### config.mk
export PLATFORM = sky130hd
export DESIGN_NAME = mem_request_responder
export DESIGN_NICKNAME = d
export VERILOG_FILES = /design/src/rtl/mem_request_responder.sv
export SDC_FILE = /design/constraint.sdc
export NUM_CORES = 1
export LEC_CHECK = 0
export ABC_CLOCK_PERIOD_IN_PS = 5800
export CAP_MARGIN = 20
export CORE_ASPECT_RATIO = 1.5
export CORE_MARGIN = 5
export CORE_UTILIZATION = 50
export DETAILED_ROUTE_END_ITERATION = 8
export GPL_TIMING_DRIVEN = 0
export PLACE_DENSITY = 0.89
export SLEW_MARGIN = 20
export SYNTH_ARGS = -nofsm -noshare
export SYNTH_HDL_FRONTEND = slang
export SYNTH_SLANG_ARGS = --single-unit
### constraint.sdc
create_clock -name CLK -period 5.8 [get_ports CLK]
set_input_delay 1.16 -clock CLK [delete_from_list [all_inputs] [get_ports CLK]]
set_output_delay 1.16 -clock CLK [all_outputs]
set_load 0.005 [all_outputs]
### src/rtl/mem_request_responder.sv
// Memory-side responder for the datapath cache request interface.
// Arbitrates data and instruction requests onto one variable-latency RAM
// port (data first), returns single-cycle ihit/dhit pulses with load data,
// and counts completed accesses. A RAM error or a stalled access parks the
// block in a sticky error state that only RST clears.
module mem_request_responder #(
    parameter int TIMEOUT = 255,  // RAM wait cycles allowed per access
    parameter int TW      = 8,    // timeout counter width, TIMEOUT < 2**TW
    parameter int CW      = 32    // access counter width
) (
    input  logic          CLK,
    input  logic          RST,
    input  logic          imemREN,
    input  logic [31:0]   imemaddr,
    input  logic          dmemREN,
    input  logic          dmemWEN,
    input  logic [31:0]   dmemaddr,
    input  logic [31:0]   dmemstore,
    output logic          ihit,
    output logic [31:0]   imemload,
    output logic          dhit,
    output logic [31:0]   dmemload,
    output logic          ramREN,
    output logic          ramWEN,
    output logic [31:0]   ramaddr,
    output logic [31:0]   ramstore,
    input  logic [31:0]   ramload,
    input  logic [1:0]    ramstate,
    output logic          memerr,
    output logic [CW-1:0] iacc_cnt,
    output logic [CW-1:0] dacc_cnt
);

    typedef enum logic [2:0] {
        S_IDLE,
        S_DACC,
        S_IACC,
        S_DRSP,
        S_IRSP,
        S_ERR
    } state_t;

    localparam logic [1:0]    RAM_ACCESS = 2'd2;
    localparam logic [1:0]    RAM_ERROR  = 2'd3;
    // The counter starts at 0 on the first access cycle, so TIMEOUT-1 marks
    // the last allowed wait cycle.
    localparam logic [TW-1:0] TMO_LAST   = TW'(TIMEOUT - 1);

    state_t          r_state;
    logic [31:0]     r_iaddr;     // latched fetch address, compared in IRSP
    logic            r_dwen;      // latched data op: 1 = write
    logic [TW-1:0]   r_tmo;
    logic            r_dhit;
    logic [31:0]     r_imemload;
    logic [31:0]     r_dmemload;
    logic            r_ramREN;
    logic            r_ramWEN;
    logic [31:0]     r_ramaddr;
    logic [31:0]     r_ramstore;
    logic            r_memerr;
    logic [CW-1:0]   r_iacc_cnt;
    logic [CW-1:0]   r_dacc_cnt;

    logic w_data_req;
    logic w_ihit;
    logic w_acc_done;
    logic w_acc_fail;

    assign w_data_req = dmemREN | dmemWEN;
    assign w_acc_done = (ramstate == RAM_ACCESS);
    assign w_acc_fail = (ramstate == RAM_ERROR) || (r_tmo == TMO_LAST);
    // The fetch response is only delivered if the pipeline still wants the
    // same address during IRSP; a flush or redirect drops it silently, so
    // ihit is qualified by the live request lines in that cycle.
    assign w_ihit     = (r_state == S_IRSP) && imemREN && (imemaddr == r_iaddr);

    // Request arbitration, RAM access sequencing, responses and statistics.
    always_ff @(posedge CLK) begin
        // NOTE: every register, including load data and counters, clears on
        // reset and all state updates are non-blocking so each branch reads
        // the pre-edge values of r_state, r_tmo and the latched request.
        if (RST) begin
            r_state    <= S_IDLE;
            r_iaddr    <= '0;
            r_dwen     <= 1'b0;
            r_tmo      <= '0;
            r_dhit     <= 1'b0;
            r_imemload <= '0;
            r_dmemload <= '0;
            r_ramREN   <= 1'b0;
            r_ramWEN   <= 1'b0;
            r_ramaddr  <= '0;
            r_ramstore <= '0;
            r_memerr   <= 1'b0;
            r_iacc_cnt <= '0;
            r_dacc_cnt <= '0;
        end else begin
            r_dhit <= 1'b0;
            case (r_state)
                S_IDLE: begin
                    r_tmo <= '0;
                    if (w_data_req) begin
                        // Write wins when both data strobes are raised.
                        r_dwen     <= dmemWEN;
                        r_ramREN   <= ~dmemWEN;
                        r_ramWEN   <= dmemWEN;
                        r_ramaddr  <= dmemaddr;
                        r_ramstore <= dmemstore;
                        r_state    <= S_DACC;
                    end else if (imemREN) begin
                        r_iaddr    <= imemaddr;
                        r_ramREN   <= 1'b1;
                        r_ramWEN   <= 1'b0;
                        r_ramaddr  <= imemaddr;
                        r_ramstore <= '0;
                        r_state    <= S_IACC;
                    end
                end
                S_DACC, S_IACC: begin
                    if (w_acc_done || w_acc_fail) begin
                        r_ramREN   <= 1'b0;
                        r_ramWEN   <= 1'b0;
                        r_ramaddr  <= '0;
                        r_ramstore <= '0;
                        r_tmo      <= '0;
                    end else begin
                        r_tmo <= r_tmo + TW'(1);
                    end
                    // A completed access takes precedence over a timeout
                    // landing in the same cycle.
                    if (w_acc_done) begin
                        if (r_state == S_DACC) begin
                            r_dmemload <= r_dwen ? 32'd0 : ramload;
                            r_dhit     <= 1'b1;
                            r_state    <= S_DRSP;
                        end else begin
                            r_imemload <= ramload;
                            r_state    <= S_IRSP;
                        end
                    end else if (w_acc_fail) begin
                        r_memerr <= 1'b1;
                        r_state  <= S_ERR;
                    end
                end
                S_DRSP: begin
                    r_dacc_cnt <= r_dacc_cnt + CW'(1);
                    r_state    <= S_IDLE;
                end
                S_IRSP: begin
                    if (w_ihit) begin
                        r_iacc_cnt <= r_iacc_cnt + CW'(1);
                    end
                    r_state <= S_IDLE;
                end
                S_ERR: begin
                    r_memerr <= 1'b1;
                end
                default: begin
                    r_state <= S_IDLE;
                end
            endcase
        end
    end

    assign ihit     = w_ihit;
    assign imemload = r_imemload;
    assign dhit     = r_dhit;
    assign dmemload = r_dmemload;
    assign ramREN   = r_ramREN;
    assign ramWEN   = r_ramWEN;
    assign ramaddr  = r_ramaddr;
    assign ramstore = r_ramstore;
    assign memerr   = r_memerr;
    assign iacc_cnt = r_iacc_cnt;
    assign dacc_cnt = r_dacc_cnt;

endmodule

==> run_results.csv <==
group,metric,value,unit
sta,timing.fmax,230,MHz
detailed_routing,viasPerCell,5.66,
setup_path,worstSetupEndpointType,"output pin",
detailed_routing,drtIter0Drc,669,
finish,area_growth,42.4,%
setup_path,crit_fanout,3,
setup_path,cp-start-kind,"primary input",
finish,drive_above_1_share,0.0724,
power,p_leak,5.28,nW
sta,final_hold_viol_count,0,
detailed_routing,drc,0,
clocking,cts_buffers,24,
setup_path,path_cells,"clkdlybuf4s50_1, xor2_1, nor4_1, nand4_1, nor3_1, clkdlybuf4s50_1",
setup_path,worstSetupPathType,"in -> out",
synth,synth.distinct_cells,46,
synth,ys_ff_latch,240,
sta,max_slew_margin,0.474,
detailed_routing,wl,34700,um
setup_path,critPathLaunch,"imemaddr[22]",
die,die_area,0.0239,mm^2
sta,setup_tns,0,ps
clocking,root_buffer,"clkbuf_16",
hold_path,hold_path_class,"reg -> reg",
power,p_per_area,283,mW/mm^2
synth,avgSynthCellArea,8.39,um^2
synth,synth_ff_type,"dfxtp_1",
global_route,grt_max_degree,15,
synth,synth-edff-count,0,
synth,yosysSeqAreaShare,0.460,
global_route,antenna_found_initial,1,
synth,synthCells,1244,
placed_design,numPortBuffers,331,
finish,nets,1740,
placed_design,post-place-ws,1480,ps
sta,period_needed,4350,ps
finish,final_cell_mix,"clkdlybuf4s50_1 (331), dfxtp_1 (240), nand2_1 (226), a21oi_1 (149), nand3_1 (92)",
global_route,grtUsageTotal,0.275,
setup_path,max_stage_delay,590,ps
status,status,"complete, no violations",
power,vdd_ir_drop_max,0.282,mV
placed_design,gp_congestion,0.896,
clocking,clk_pin_slew,70,ps
sta,drv_slew,0,
die,die_h,187,um
sta,setup_viol,0,
setup_path,arrival,3190,ps
die,initial_core_util,0.509,
setup_path,r2r-start,"r_iaddr[4]",
global_route,first_global_vias,10500,
synth,syn-num-nets,1383,
detailed_routing,num_vias,10700,
die,die_w,128,um
die,ios,332,
clocking,cts_tree,"done",
sta,skew,19.0,ps
sta,worstMarginPinSlew,783,ps
sta,worst_slack,1450,ps
hold_path,hp-start,"ramstore[3]",
sta,rsz0062_at_grt,"false",
setup_path,crit_path_frequent_cell,"clkdlybuf4s50_1",
clocking,cts_setup_buffers,0,
detailed_routing,first_pass_iters,6,
synth,syn_area,0.0104,mm^2
detailed_routing,ant_nets,0,
finish,fill_cells,1530,
setup_path,slowest_stage,"clkdlybuf4s50_1",
setup_path,cp.required,4640,ps
synth,async_flop_share,0,
die,core_area,0.0205,mm^2
finish,final_common_cell,"clkdlybuf4s50_1",
global_route,grt.overflow.total,0,
synth,yosys_warnings,0,
global_route,grt_pass1_wl,53900,um
run,drv_cap,0,
finish,regArea,0.00480,mm^2
clocking,cts_buffer_depth,3,
die,num_rows,64,
finish,multi_input_area,0.00524,mm^2
clocking,clock_sinks,240,
sta,timing.final.crit_share,0.750,
detailed_routing,avgRoutedWirePerCell,18.5,um
clocking,holdBufCountCts,0,
placed_design,hpwl,26300,um
clocking,h-tree-depth,1,
finish,num_antenna_cells,0,
clocking,cts_resized,0,
clocking,clock_latency,520,ps
==> final timing paths <==
path,endpoint,slack [ps],depth (start not counted)
worst max register to register,iacc_cnt[16],3330,6
worst max-delay path,ihit,1450,6
worst min-delay path,ramstore[3],450,2
worst min register to register,ramstore[3],450,2
==> power breakdown <==
group | switching, W | internal, W
logic | 0.000453 | 0.000398
clock network | 0.000642 | 0.000895
registers | 0.0000630 | 0.00176
==> worst max-delay path: cells and delay by family <==
kind / cells / cell delay (ps)
buffers and inverters: 2 / 1070
AND/OR/NAND/NOR: 3 / 750
XOR/XNOR: 1 / 200
==> area by class of cell <==
type / instances / share of cell area
multi-input cells: 906 / 0.353
flip-flops and latches: 240 / 0.323
repair buffers: 331 / 0.223
clock buffers: 34 / 0.0477
plain buffers: 88 / 0.0236
well taps: 264 / 0.0222
clock inverters: 8 / 0.00480
inverters: 10 / 0.00253
==> state kept, by name, indices dropped and copies added, names as in the netlist <==
name / count
dacc_cnt: 32
dmemload: 32
iacc_cnt: 32
imemload: 32
r_iaddr: 32
ramaddr: 32
ramstore: 32
r_tmo: 8
r_state: 3
dhit: 1
memerr: 1
r_dwen: 1
ramREN: 1
ramWEN: 1
==> routing by layer <==
metal	wire length [um]	track usage
met2	17900	0.499
met5	12	0
met1	12300	0.297
met4	2040	0.142
met3	2490	0.0557
==> Yosys cell counts (2+ instances only) <==
cell | instances | share of area
dfxtp_1 | 240 | 0.46
nand2_1 | 226 | 0.081
a21oi_1 | 149 | 0.071
nand3_1 | 92 | 0.044
nor2_1 | 78 | 0.028
mux2_2 | 59 | 0.064
clkbuf_1 | 57 | 0.021
nor4_1 | 53 | 0.032
xor2_1 | 39 | 0.033
nor2b_1 | 34 | 0.020
a22o_1 | 32 | 0.027
nand4_1 | 25 | 0.015
buf_1 | 20 | 0.0072
xnor2_1 | 18 | 0.015
nor3_1 | 16 | 0.0077
o21ai_0 | 12 | 0.0058
buf_2 | 10 | 0.0048
inv_1 | 10 | 0.0036
and3_1 | 9 | 0.0054
and4_1 | 9 | 0.0076
or3_1 | 9 | 0.0054
nand3b_1 | 5 | 0.0036
ha_1 | 4 | 0.0048
mux2_1 | 4 | 0.0043
a21o_1 | 3 | 0.0022
nand2b_1 | 3 | 0.0018
a311oi_1 | 2 | 0.0017
and4_4 | 2 | 0.0022
nor4_2 | 2 | 0.0024
nor4b_1 | 2 | 0.0017
o211a_1 | 2 | 0.0019
o211ai_1 | 2 | 0.0014
or2_2 | 2 | 0.0012
or4_1 | 2 | 0.0014
==> metrics by stage <==
stage,total power [W],cell area (um^2),instances,hold slack [ps],util
after global placement,0.00267,14100,1839,436,0.687
final,0.00421,14900,1881,450,0.725
after global routing,0.00438,14900,1881,462,0.725
after CTS,0.00423,14900,1881,451,0.725
after floorplan,0.00225,10400,1244,437,-
after detailed placement,0.00269,14100,1839,442,0.687
==> logic make-up (layout without fill, tap and decap cells) <==
logic type,after synthesis,count (layout),share of synthesized area
mux,64,64,0.0689
xor+xnor,57,57,0.0478
simple gates,574,574,0.265
buf+inv,98,471,0.0372
fa+ha+maj,4,4,0.00480
compound gates,207,207,0.116
flops,240,240,0.460
(Power assumes the default switching activity.)
==> edit: new RTL, same settings <==
The parameter `CW` goes from 32 to 64.
--- a/src/rtl/mem_request_responder.sv
+++ b/src/rtl/mem_request_responder.sv
@@ -6,7 +6,7 @@
 module mem_request_responder #(
     parameter int TIMEOUT = 255,  // RAM wait cycles allowed per access
     parameter int TW      = 8,    // timeout counter width, TIMEOUT < 2**TW
-    parameter int CW      = 32    // access counter width
+    parameter int CW      = 64    // access counter width
 ) (
     input  logic          CLK,
     input  logic          RST,
Ports: changed (resized dacc_cnt and iacc_cnt); port bits go from 332 to 396. The function was not compared with the original's and may differ.
==> edit against the unedited design <==
- fmax decreased by 20%
- design area increased by 23%
- sequential cell count increased by 64
- setup slack got worse by 1.1 ns
- count of clock-buffer cells in the layout increased by 8
- worst hold slack got worse by 0.0018 ns
- area after synthesis increased by 25%
- total power increased by 17%
- wire length increased by 35%
- sequential share of layout area increased by 0.95 points
- clock power increased by 20%
- critical path depth increased by 3
- critical path type unchanged
==> edit: results (changes against the unedited design) <==
[global_routing]
globalRouteTotalUtil = 0.3022  ; +0.02668
gr-usage-met1 = 0.3451  ; +0.04820
grt_antenna_before_repair = 6  ; +5
grtUsageMet2 = 0.5349  ; +0.03569

[pwr]
switching_power_w = 0.001344  ; +16%
power.sequential.fraction = 0.456  ; +0.023

[route]
route.met2.wl_mm = 23.51  ; +31%
routed_via_count = 13690  ; +29%
dr.first_iter.drc_count = 832  ; +24%

[setup_path]
critical_register_to_register_path_endpoint = ramstore[27]$_SDFFE_PP0P_
timing.rr.start = r_state[1]$_SDFFE_PP0P_
cp_slowest_stage_delay_ns = 0.64  ; +0.05 ns
critical_path_arrival_ns = 4.27  ; +1.08 ns
worst_reg_to_reg_cells = 8  ; +2
regToRegSetupSlack_ns = 2.63  ; -0.70 ns

[cells_and_area]
non_clock_inverter_count = 22  ; +12
n_multi_input_combinational_cell = 1131  ; +25%
final_area_um2 = 18290  ; +23%
seqAreaFraction = 0.3328  ; +0.009468
diodes = 6  ; +6
post_route_cells_drive_above_1_share = 0.02687  ; -0.04549
buffer_area_frac = 0.2398  ; -0.006725
final-clk-cell-share = 0.04892  ; -0.003620

[synth]
yosys-mux-area-fraction = 0.02782  ; -0.04113
sequential_cell_area_fraction_in_the_yosys_report = 0.4681  ; +0.007711
synth_area_in_compound_gates = 0.1447  ; +0.02895
synthTopCellsByCount = 304 x sky130_fd_sc_hd__dfxtp_1, 216 x sky130_fd_sc_hd__nand2_1, 212 x sky130_fd_sc_hd__a21oi_1

[min_path]
worstHoldStart = ramstore[23]$_SDFFE_PP0P_

[placement]
post_dp_cell_area_um2 = 17380  ; +23%
numPortBuffers = 395  ; +19%
gp_congestion = 0.9874  ; +10%

[timing]
finClkSkew_ns = 0.01947  ; +0.0005120 ns
holdWs_ns = 0.4486  ; -0.001810 ns

[outcome]
run_status = complete, no violations

[edit: changes by cell type in the layout (fill, tap and decap cells not counted), moves of 32 or more]
cell,unedited run,this run
sky130_fd_sc_hd__nor2_1,78,123
sky130_fd_sc_hd__or4_1,2,46
sky130_fd_sc_hd__o31ai_1,1,41
sky130_fd_sc_hd__mux2i_1,1,35
sky130_fd_sc_hd__dfxtp_1,240,304
sky130_fd_sc_hd__a21oi_1,149,212
sky130_fd_sc_hd__clkdlybuf4s50_1,331,395
sky130_fd_sc_hd__mux2_2,59,1
sky130_fd_sc_hd__nor4_1,53,21
sky130_fd_sc_hd__xnor2_1,18,56
sky130_fd_sc_hd__clkbuf_1,61,108
sky130_fd_sc_hd__nor3_1,16,56
[edit: cells by family after synthesis]
| group | after synthesis |
|---|---|
| AO/OA/AOI/OAI | 325 |
| XOR/XNOR | 90 |
| adder cells (fa/ha/maj) | 4 |
| buffers and inverters | 130 |
| flip-flops | 304 |
| multiplexers | 36 |
| AND/OR/NAND/NOR | 676 |
